--- config.mk ---
export PLATFORM = sky130hd
export DESIGN_NAME = lcd_timing_gen_flat
export DESIGN_NICKNAME = d
export VERILOG_FILES = /design/src/rtl/lcd_pkg.sv /design/src/rtl/lcd_timing_gen_if.sv /design/src/rtl/lcd_phase_cnt.sv /design/src/rtl/lcd_timing_gen.sv /design/src/flat_wrapper.sv
export SDC_FILE = /design/constraint.sdc
export NUM_CORES = 1
export LEC_CHECK = 0
export ABC_CLOCK_PERIOD_IN_PS = 2700
export BUFFER_PORTS_ARGS = -buffer_cell sky130_fd_sc_hd__buf_2
export CORE_AREA = 10 10 86 103
export CTS_BUF_LIST = sky130_fd_sc_hd__clkbuf_2
export DETAILED_ROUTE_END_ITERATION = 8
export DIE_AREA = 0 0 96 113
export PLACE_DENSITY = 0.79
export SLEW_MARGIN = 30
export SYNTH_ARGS = -nofsm -noshare
export SYNTH_HDL_FRONTEND = slang
export SYNTH_HIERARCHICAL = 1
export SYNTH_SLANG_ARGS = --single-unit
export TNS_END_PERCENT = 20
--- constraint.sdc ---
create_clock -name clk -period 2.7 [get_ports clk]
set_input_delay 0.54 -clock clk [delete_from_list [all_inputs] [get_ports clk]]
set_output_delay 0.54 -clock clk [all_outputs]
set_load 0.01 [all_outputs]
--- src/rtl/lcd_pkg.sv ---
// Shared timing defaults, phase encoding and test-pattern constants for the LCD timing generator.
package lcd_pkg;

  localparam int unsigned LCD_H_ACTIVE = 480;
  localparam int unsigned LCD_H_FP     = 2;
  localparam int unsigned LCD_H_SYNC   = 41;
  localparam int unsigned LCD_H_BP     = 2;
  localparam int unsigned LCD_V_ACTIVE = 272;
  localparam int unsigned LCD_V_FP     = 2;
  localparam int unsigned LCD_V_SYNC   = 10;
  localparam int unsigned LCD_V_BP     = 2;

  localparam int unsigned LCD_MIN_CNT_W = 10;
  localparam int unsigned LCD_CELL      = 24;
  localparam logic [7:0]  LCD_TP_LEVEL  = 8'd150;

  typedef enum logic [1:0] {
    PH_SYNC = 2'd0,
    PH_BP   = 2'd1,
    PH_ACT  = 2'd2,
    PH_FP   = 2'd3
  } lcd_phase_e;

  function automatic int unsigned lcd_cnt_width(input int unsigned len);
    int unsigned w;
    w = $clog2(len);
    return (w < LCD_MIN_CNT_W) ? LCD_MIN_CNT_W : w;
  endfunction

endpackage

--- src/rtl/lcd_timing_gen_if.sv ---
// Pixel request/data and panel-side signals of the LCD timing generator.
interface lcd_timing_gen_if;

  logic       pix_req;
  logic [7:0] pix_r;
  logic [7:0] pix_g;
  logic [7:0] pix_b;
  logic [9:0] lcd_x;
  logic [9:0] lcd_y;
  logic [7:0] lcd_r;
  logic [7:0] lcd_g;
  logic [7:0] lcd_b;
  logic       lcd_hsync_n;
  logic       lcd_vsync_n;
  logic       lcd_de;
  logic       frame_start;

  modport master (
    output pix_req, lcd_x, lcd_y, lcd_r, lcd_g, lcd_b,
    output lcd_hsync_n, lcd_vsync_n, lcd_de, frame_start,
    input  pix_r, pix_g, pix_b
  );

  modport slave (
    input  pix_req, lcd_x, lcd_y, lcd_r, lcd_g, lcd_b,
    input  lcd_hsync_n, lcd_vsync_n, lcd_de, frame_start,
    output pix_r, pix_g, pix_b
  );

endinterface

--- src/rtl/lcd_phase_cnt.sv ---
// Generic SYNC/BP/ACT/FP phase counter; count restarts at 0 on every phase change.
module lcd_phase_cnt
  import lcd_pkg::*;
#(
  parameter int unsigned SYNC = 1,
  parameter int unsigned BP   = 1,
  parameter int unsigned ACT  = 1,
  parameter int unsigned FP   = 1,
  parameter int unsigned CntW = 10
) (
  input  logic            clk,
  input  logic            rst,
  input  logic            adv_i,
  output lcd_phase_e      phase_o,
  output logic [CntW-1:0] cnt_o,
  output logic            last_o,
  output lcd_phase_e      nxt_phase_o
);

  lcd_phase_e      phase_q, phase_d;
  logic [CntW-1:0] cnt_q, cnt_d;
  logic [CntW-1:0] last_cnt;

  always_comb begin
    last_cnt = CntW'(SYNC - 1);
    case (phase_q)
      PH_BP:   last_cnt = CntW'(BP - 1);
      PH_ACT:  last_cnt = CntW'(ACT - 1);
      PH_FP:   last_cnt = CntW'(FP - 1);
      default: last_cnt = CntW'(SYNC - 1);
    endcase
  end

  assign last_o = (cnt_q == last_cnt);

  always_comb begin
    phase_d = phase_q;
    cnt_d   = cnt_q;
    if (adv_i) begin
      if (last_o) begin
        cnt_d = '0;
        case (phase_q)
          PH_SYNC: phase_d = PH_BP;
          PH_BP:   phase_d = PH_ACT;
          PH_ACT:  phase_d = PH_FP;
          default: phase_d = PH_SYNC;
        endcase
      end else begin
        cnt_d = cnt_q + 1'b1;
      end
    end
  end

  always_ff @(posedge clk or posedge rst) begin
    if (rst) begin
      phase_q <= PH_SYNC;
      cnt_q   <= '0;
    end else begin
      phase_q <= phase_d;
      cnt_q   <= cnt_d;
    end
  end

  assign phase_o     = phase_q;
  assign cnt_o       = cnt_q;
  assign nxt_phase_o = phase_d;

endmodule

--- src/rtl/lcd_timing_gen.sv ---
// 480x272 LCD timing generator with one-cycle-ahead pixel request.
// Optional checkerboard test pattern enabled by defining LCD_TESTPAT_EN.
module lcd_timing_gen
  import lcd_pkg::*;
#(
  parameter int unsigned H_ACTIVE = LCD_H_ACTIVE,
  parameter int unsigned H_FP     = LCD_H_FP,
  parameter int unsigned H_SYNC   = LCD_H_SYNC,
  parameter int unsigned H_BP     = LCD_H_BP,
  parameter int unsigned V_ACTIVE = LCD_V_ACTIVE,
  parameter int unsigned V_FP     = LCD_V_FP,
  parameter int unsigned V_SYNC   = LCD_V_SYNC,
  parameter int unsigned V_BP     = LCD_V_BP
) (
  input  logic             clk,
  input  logic             rst,
`ifdef LCD_TESTPAT_EN
  input  logic             test_mode,
`endif
  input  logic             en,
  lcd_timing_gen_if.master bus
);

  localparam int unsigned HCntW = lcd_cnt_width(H_SYNC + H_BP + H_ACTIVE + H_FP);
  localparam int unsigned VCntW = lcd_cnt_width(V_SYNC + V_BP + V_ACTIVE + V_FP);

  // The phase counters run one cycle ahead: they hold the position the registered
  // outputs will show after the next edge, so their next state predicts pix_req.
  lcd_phase_e       h_phase, h_nxt_phase, v_phase, v_nxt_phase;
  logic [HCntW-1:0] h_cnt;
  logic [VCntW-1:0] v_cnt;
  logic             h_last, v_last;
  logic             go, line_end, frame_end, act_now, act_nxt, tp_eff;
  logic             run_q, run_d;

  logic       pix_req_q, pix_req_d, hs_n_q, hs_n_d, vs_n_q, vs_n_d;
  logic       de_q, de_d, fs_q, fs_d;
  logic [9:0] x_q, x_d, y_q, y_d;
  logic [7:0] r_q, r_d, g_q, g_d, b_q, b_d;

  // A frame in progress always runs to its end; a new one starts only with en.
  assign go        = run_q | en;
  assign line_end  = (h_phase == PH_FP) & h_last;
  assign frame_end = line_end & (v_phase == PH_FP) & v_last;
  assign act_now   = (h_phase == PH_ACT) & (v_phase == PH_ACT);
  assign act_nxt   = (h_nxt_phase == PH_ACT) & (v_nxt_phase == PH_ACT);
  assign run_d     = go ? ~frame_end : run_q;

  lcd_phase_cnt #(
    .SYNC (H_SYNC),
    .BP   (H_BP),
    .ACT  (H_ACTIVE),
    .FP   (H_FP),
    .CntW (HCntW)
  ) u_h_cnt (
    .clk         (clk),
    .rst         (rst),
    .adv_i       (go),
    .phase_o     (h_phase),
    .cnt_o       (h_cnt),
    .last_o      (h_last),
    .nxt_phase_o (h_nxt_phase)
  );

  lcd_phase_cnt #(
    .SYNC (V_SYNC),
    .BP   (V_BP),
    .ACT  (V_ACTIVE),
    .FP   (V_FP),
    .CntW (VCntW)
  ) u_v_cnt (
    .clk         (clk),
    .rst         (rst),
    .adv_i       (go & line_end),
    .phase_o     (v_phase),
    .cnt_o       (v_cnt),
    .last_o      (v_last),
    .nxt_phase_o (v_nxt_phase)
  );

`ifdef LCD_TESTPAT_EN
  logic tp_q, tp_d, tp_red;

  always_comb begin
    tp_d = tp_q;
    if (go && !run_q) tp_d = test_mode;
  end
  assign tp_eff = tp_d;
  assign tp_red = (((h_cnt[9:0] / 10'(LCD_CELL)) ^ (v_cnt[9:0] / 10'(LCD_CELL)))
                   & 10'd1) == 10'd0;

  always_ff @(posedge clk or posedge rst) begin
    if (rst) tp_q <= 1'b0;
    else     tp_q <= tp_d;
  end
`else
  assign tp_eff = 1'b0;
`endif

  always_comb begin
    pix_req_d = 1'b0;
    hs_n_d    = 1'b1;
    vs_n_d    = 1'b1;
    de_d      = 1'b0;
    fs_d      = 1'b0;
    x_d       = '0;
    y_d       = '0;
    r_d       = '0;
    g_d       = '0;
    b_d       = '0;
    if (go) begin
      fs_d      = ~run_q;
      hs_n_d    = (h_phase != PH_SYNC);
      vs_n_d    = (v_phase != PH_SYNC);
      de_d      = act_now;
      pix_req_d = act_nxt & ~tp_eff;
      if (act_now) begin
        x_d = h_cnt[9:0];
        y_d = v_cnt[9:0];
        r_d = bus.pix_r;
        g_d = bus.pix_g;
        b_d = bus.pix_b;
`ifdef LCD_TESTPAT_EN
        if (tp_eff) begin
          r_d = tp_red ? LCD_TP_LEVEL : 8'd0;
          g_d = '0;
          b_d = '0;
        end
`endif
      end
    end
  end

  always_ff @(posedge clk or posedge rst) begin
    if (rst) begin
      run_q     <= 1'b0;
      pix_req_q <= 1'b0;
      hs_n_q    <= 1'b1;
      vs_n_q    <= 1'b1;
      de_q      <= 1'b0;
      fs_q      <= 1'b0;
      x_q       <= '0;
      y_q       <= '0;
      r_q       <= '0;
      g_q       <= '0;
      b_q       <= '0;
    end else begin
      run_q     <= run_d;
      pix_req_q <= pix_req_d;
      hs_n_q    <= hs_n_d;
      vs_n_q    <= vs_n_d;
      de_q      <= de_d;
      fs_q      <= fs_d;
      x_q       <= x_d;
      y_q       <= y_d;
      r_q       <= r_d;
      g_q       <= g_d;
      b_q       <= b_d;
    end
  end

  assign bus.pix_req     = pix_req_q;
  assign bus.lcd_hsync_n = hs_n_q;
  assign bus.lcd_vsync_n = vs_n_q;
  assign bus.lcd_de      = de_q;
  assign bus.frame_start = fs_q;
  assign bus.lcd_x       = x_q;
  assign bus.lcd_y       = y_q;
  assign bus.lcd_r       = r_q;
  assign bus.lcd_g       = g_q;
  assign bus.lcd_b       = b_q;

endmodule

--- src/flat_wrapper.sv ---
// flat-port wrapper written by rule: the top's interface ports become plain ports
module lcd_timing_gen_flat import lcd_pkg::*;
#(
  parameter int unsigned H_ACTIVE = LCD_H_ACTIVE,
  parameter int unsigned H_FP     = LCD_H_FP,
  parameter int unsigned H_SYNC   = LCD_H_SYNC,
  parameter int unsigned H_BP     = LCD_H_BP,
  parameter int unsigned V_ACTIVE = LCD_V_ACTIVE,
  parameter int unsigned V_FP     = LCD_V_FP,
  parameter int unsigned V_SYNC   = LCD_V_SYNC,
  parameter int unsigned V_BP     = LCD_V_BP
)
  (clk, rst, en, bus_pix_req, bus_lcd_x, bus_lcd_y, bus_lcd_r, bus_lcd_g, bus_lcd_b, bus_lcd_hsync_n, bus_lcd_vsync_n, bus_lcd_de, bus_frame_start, bus_pix_r, bus_pix_g, bus_pix_b);
  lcd_timing_gen_if bus_i ();
  input  logic clk;
  input  logic rst;
  input  logic en;
  output wire logic [$bits(bus_i.pix_req)-1:0] bus_pix_req;
  output wire logic [$bits(bus_i.lcd_x)-1:0] bus_lcd_x;
  output wire logic [$bits(bus_i.lcd_y)-1:0] bus_lcd_y;
  output wire logic [$bits(bus_i.lcd_r)-1:0] bus_lcd_r;
  output wire logic [$bits(bus_i.lcd_g)-1:0] bus_lcd_g;
  output wire logic [$bits(bus_i.lcd_b)-1:0] bus_lcd_b;
  output wire logic [$bits(bus_i.lcd_hsync_n)-1:0] bus_lcd_hsync_n;
  output wire logic [$bits(bus_i.lcd_vsync_n)-1:0] bus_lcd_vsync_n;
  output wire logic [$bits(bus_i.lcd_de)-1:0] bus_lcd_de;
  output wire logic [$bits(bus_i.frame_start)-1:0] bus_frame_start;
  input wire logic [$bits(bus_i.pix_r)-1:0] bus_pix_r;
  input wire logic [$bits(bus_i.pix_g)-1:0] bus_pix_g;
  input wire logic [$bits(bus_i.pix_b)-1:0] bus_pix_b;
  assign bus_pix_req = bus_i.pix_req;
  assign bus_lcd_x = bus_i.lcd_x;
  assign bus_lcd_y = bus_i.lcd_y;
  assign bus_lcd_r = bus_i.lcd_r;
  assign bus_lcd_g = bus_i.lcd_g;
  assign bus_lcd_b = bus_i.lcd_b;
  assign bus_lcd_hsync_n = bus_i.lcd_hsync_n;
  assign bus_lcd_vsync_n = bus_i.lcd_vsync_n;
  assign bus_lcd_de = bus_i.lcd_de;
  assign bus_frame_start = bus_i.frame_start;
  assign bus_i.pix_r = bus_pix_r;
  assign bus_i.pix_g = bus_pix_g;
  assign bus_i.pix_b = bus_pix_b;
  lcd_timing_gen #(.H_ACTIVE(H_ACTIVE), .H_FP(H_FP), .H_SYNC(H_SYNC), .H_BP(H_BP), .V_ACTIVE(V_ACTIVE), .V_FP(V_FP), .V_SYNC(V_SYNC), .V_BP(V_BP)) u_core (.clk(clk), .rst(rst), .en(en), .bus(bus_i));
endmodule
Word-level counts from Yosys, hierarchy flattened

Index checks and enable logic that the tools add are counted.
W data, S select, Z words.

Bitwise logic cells: 9
Equal/unequal tests: 10
Reduce and logical (&&, ||, !) cells: 6
$add $sub $neg: 2
Mux-type cells: 25

Operators by type and width:

| operator                | number |
|---|---|
| $mux W10                | 6 |
| $mux W8                 | 6 |
| $pmux W9 S2             | 2 |
| $add A10 B1 Y10 const B | 2 |
| $eq A10 B9 Y1           | 2 |
| $eq A2 B2 Y1 const B    | 6 |
| $pmux W2 S3             | 2 |
| $mux W2                 | 4 |
| $and A1 B1 Y1           | 6 |
| $mux W1                 | 5 |
| $eq A2 B1 Y1 const B    | 2 |
| $logic_not A2 Y1        | 2 |
| $reduce_bool A2 Y1      | 2 |
| $reduce_or A2 Y1        | 2 |
| $not A1 Y1              | 2 |
| $or A1 B1 Y1            | 1 |

Output and inout port bits: 49
Register bits after elaboration: 74
Bits of input ports: 27
Word-level logic and storage cells: 67

Depth between registers and ports, before layout

Depth in word-level cells: 10
Gate-level depth with buffers: 12
Depth with buffers taken out: 11

By module

The synthesis kept the hierarchy.

By module, submodules not included:

| module                          | instances | cells an instance | area each (um^2) | seq. area each (um^2) |
|---|---|---|---|---|
| lcd_timing_gen                  | 1         | 162               | 2059.5           | 1253.7 |
| lcd_phase_cnt at u_core.u_h_cnt | 1         | 74                | 720.7            | 300.3 |
| lcd_phase_cnt at u_core.u_v_cnt | 1         | 61                | 644.4            | 300.3 |

Worst setup path after synthesis

Ideal clock, no wire load.

Path type: register to register
Start point: register u_core.u_h_cnt.phase_q[0], in the netlist u_core/u_h_cnt/phase_o[0]
End point: register u_core.u_v_cnt.cnt_q[9], in the netlist u_core/u_v_cnt/cnt_o[9]
Required time: 2621 ps
Path slack: -182 ps
Clock period less this slack: 2882 ps
Setup time: 79 ps
Cell stages (with the launch flop): 13
Arrival time: 2803 ps
Buffers on the path: 1
Cell sequence: dfrtp_1 > inv_1 > ha_1 > or4_4 > o21a_4 > nor3_1 > nand3_1 > nor2_1 > clkbuf_1 > nand4_1 > nor2_1 > and3_1 > xor2_1

Longest elaborated chain between the ends: 6
Elaborated cells between the ends (all ways): 8
Those cells by class: eq/ne: 4; mux: 1; bitwise: 2; reduce/logical: 1

RTL lines:

| item                                         | RTL line             | source |
|---|---|---|
| start: declaration                           | lcd_phase_cnt.sv:20  | `lcd_phase_e phase_q, phase_d;` |
| start signal: assignment                     | lcd_phase_cnt.sv:59  | `phase_q <= phase_d;` |
| $eq A2 B1 Y1 or $eq A2 B2 Y1 (tied branches) | lcd_phase_cnt.sv:26  | `case (phase_q)` |
| $reduce_or A2 Y1 (no source line)            | n/a                  |  |
| $pmux W9 S2 (*)                              | lcd_phase_cnt.sv:26  |  |
| $eq A10 B9 Y1 (*)                            | lcd_phase_cnt.sv:34  | `assign last_o = (cnt_q == last_cnt);` |
| via u_core.h_last                            | lcd_timing_gen.sv:32 | `logic h_last, v_last;` |
| $and A1 B1 Y1 (*)                            | lcd_timing_gen.sv:43 | `assign line_end = (h_phase == PH_FP) & h_last;` |
| $and A1 B1 Y1 (*)                            | lcd_timing_gen.sv:74 | `.adv_i (go & line_end),` |
| end signal: assignment                       | lcd_phase_cnt.sv:60  | `cnt_q <= cnt_d;` |
| end: declaration                             | lcd_phase_cnt.sv:21  | `logic [CntW-1:0] cnt_q, cnt_d;` |

Mark *: on every way through the listed nets, which the timed path passes. The rest lies on a longest branch.
A chain may end at the register's enable or synchronous reset.

Final worst setup path

Ends and elaborated chain as after synthesis.

==> reports/metrics.csv <==
stage;metric;value;unit
status;outcome;finished clean;
floorplan;Std-Cell Rows;33;
worst_setup_path;Startpoint Class;register;
grt;gr ovfl total;0;
grt;first-pass GRT wire length;11.5;mm
job;maxcap violations;0;
route;Via Count;2345;
power;power density over cell area;773;nW/um^2
place;Routability Congestion;0.827;
sta;Worst slew margin;0.462;
yosys;Synth Instances;297;
finish;FILL cells;545;
yosys;register area share after synthesis;0.541;
sta;max-slew violation count;0;
hold_path;worst min path class;in2async;
finish;most frequent cells in the layout;buf_2, dfrtp_1, inv_1, nor3_2, nor2_1;
power;Worst VDD drop;465;uV
place;Post-Place Setup Slack;-0.00446;ns
floorplan;DIE AREA;10800;um^2
grt;initial antenna violation count;0;
grt;Total GRT Usage;0.132;
route;Via density;4.97;
clock_network;Num CTS Buffers;9;
worst_setup_path;crit-path max FO;4;
place;Area after DPL;3900;um^2
floorplan;Die Span X;96;um
clock_network;CTS clk-pin slew, worst paths;0.19;ns
yosys;Synth cell types;49;
clock_network;Clock Latency Late Sink;0.47;ns
sta;Clock Skew;0.0111;ns
clock_network;Root Buffer;clkbuf_2;
worst_setup_path;WP buf/inv;1;
clock_network;H-tree levels;3;
sta;worst setup margin;0.0903;ns
route;DRC;0;
yosys;Synth Register Bits;74;
worst_setup_path;Required @ worst endpoint;3.10;ns
worst_setup_path;Critical Path End Type;register;
worst_setup_path;critical path class;reg2reg;
finish;synth-to-layout area growth;17.2;%
sta;min Tclk post-route;2.61;ns
route;Starting DRT DRC Count;100;
finish;nets@finish;414;
clock_network;clk buf depth;2;
place;Buffers on Ports;75;
yosys;syn nets;330;
finish;layout cell share with drive strength beyond 1;0.416;
clock_network;Sink Count;74;
grt;vias in the first global route;2294;
worst_setup_path;Critical-path top delay cell;or4_4;
finish;footprint of the multi-input gates;1280;um^2
finish;commonest non-fill, non-tap cell in the layout;buf_2;
yosys;average cell area after synthesis;11.5;um^2
finish;register area;1850;um^2
route;DR WL/cell;14.7;um
yosys;Cell Area, Synth;3420;um^2
sta;Final Hold Viols;0;
sta;setup violators final;0;
route;antenna viol nets, final;0;
worst_setup_path;CP peak stage delay;0.48;ns
sta;WHS;0.0652;ns
sta;Final period util;0.967;
sta;Least-Margin Pin Slew;0.807;ns
grt;largest net degree at the start of global routing;47;
yosys;EDFF count, synth;0;
floorplan;Initial Util;0.506;
sta;Fmax;383;MHz
route;Routed WL;6.93;mm
yosys;Async SR Flop Fraction;1.00;
floorplan;area of the core;6770;um^2
clock_network;CTS tree;done;
worst_setup_path;crit path cell chain;inv_1 > ha_1 > or4_4 > o21a_4 > nor3_4 > nand3_2 > nor2_4 > nand4_1 > nor2_2 > and3_1 > xor2_1;
finish;n_diodes;0;
worst_setup_path;kind of cell adding the most delay to the critical path;simple AND/OR/NAND/NOR gates;
floorplan;IO Pins;76;
floorplan;Die Y;113;um
route;DRT Pass-1 Iters;4;
yosys;Top FF cell, synth;dfrtp_1;
place;DP HPWL;5.08;mm
power;Pleak;2.12;nW
worst_setup_path;Crit path arrival time;3.01;ns
finish;fin area;4010;um^2
yosys;synth warn;6;
sta;final setup TNS;0;ns
-- worst paths after layout --
check	from	end	slack, ns	cells after the start
worst max-delay path	u_core/u_h_cnt/phase_o[0]	u_core/u_v_cnt/cnt_o[9]	0.09	11
worst min-delay path	rst	u_core/u_v_cnt/cnt_o[2]	0.07	2
worst max register to register	u_core/u_h_cnt/phase_o[0]	u_core/u_v_cnt/cnt_o[9]	0.09	11
worst min register to register	u_core/u_h_cnt/cnt_o[9]	u_core/u_h_cnt/cnt_o[9]	0.50	1
max in group asynchronous	rst	u_core/bus.lcd_g[1]	2.07	3
min in group clk	bus_pix_b[1]	u_core/bus.lcd_b[1]	0.26	3
-- cell usage after synthesis, types with 3 or more instances --
master    number  area (um^2)
inv_1         56          210
dfrtp_1       72         1800
o22ai_1        4         25.0
nand2_1       10         37.5
xnor2_1        3         26.3
or2_2          3         18.8
xor2_1        12          105
nor2_1        17         63.8
clkbuf_1       4         15.0
ha_1           6         75.1
nor3_4         3         48.8
and3_1         7         43.8
nor3_2        36          360
nor3_1         9         45.0
buf_12         3         60.1
buf_2          4         20.0
nand3_1        4         20.0
nand4_1        8         50.1
-- where the power goes --
group	total [mW]	internal [mW]	switching (mW)
registers	1.47	1.30	0.173
logic	1.15	0.422	0.728
clock network	0.480	0.111	0.369
total	3.10	1.83	1.27
-- state kept, by name, summed over array words and instances, names as in the netlist, 2 cells and up --
| name | count |
|---|---|
| u_core/bus.lcd_g | 8 |
| u_core/u_h_cnt/cnt_o | 10 |
| u_core/u_h_cnt/phase_o | 2 |
| u_core/bus.lcd_b | 8 |
| u_core/bus.lcd_r | 8 |
| u_core/u_v_cnt/cnt_o | 10 |
| u_core/u_v_cnt/phase_o | 2 |
| u_core/bus.lcd_y | 10 |
| u_core/bus.lcd_x | 10 |
-- cells by family after synthesis --
logic type               share of synthesized area
AND/OR/NAND/NOR                              0.247
flip-flops                                   0.541
buffers and inverters                       0.0968
AO/OA/AOI/OAI                               0.0442
XOR/XNOR                                    0.0384
adder cells (fa/ha/maj)                     0.0219
multiplexers                                0.0102
-- repair_timing --
item                                    CTS  global route
pin swaps                                 0             1
endpoints found under the setup margin    2             5
hold buffers                              0             0
resized for setup                         1             4
buffers inserted                          0             1
gates cloned                              0             0
-- cell type report --
cell class                      instances  area share
Timing Repair Buffer                   86       0.120
Tap cell                               87      0.0271
Clock buffer                            9      0.0112
Clock inverter                          6     0.00873
Multi-Input combinational cell        154       0.318
Inverter                               56      0.0524
Sequential cell                        74       0.462
-- worst reg2reg max path: cells and delay by family, from the launching register on --
family	cells	cell delay [ns]
and+or+nand+nor	7	1.49
DFF	1	0.40
adders and majority gates	1	0.21
AOI/OAI and AO/OA	1	0.24
buffers and inverters	1	0.08
xor gates and xnor gates	1	0.14
-- layer usage --
| layer | part of all wire | vias up | track usage |
|---|---|---|---|
| met5 | 0 | - | 0 |
| met4 | 0.0091 | 0 | 0.0453 |
| met3 | 0.094 | 5 | 0.0503 |
| met2 | 0.50 | 67 | 0.207 |
| met1 | 0.40 | 1139 | 0.162 |
| li1 | - | 1134 | - |
-- through the flow --
step | utilization | total power, mW | std cells
2_1_floorplan | - | 2.38 | 297
3_3_place_gp | 0.576 | 2.59 | 456
3_5_place_dp | 0.576 | 2.64 | 456
4_1_cts | 0.589 | 3.12 | 471
5_1_grt | 0.593 | 3.34 | 472
6_report | 0.593 | 3.10 | 472
(Power assumes the default switching activity.)
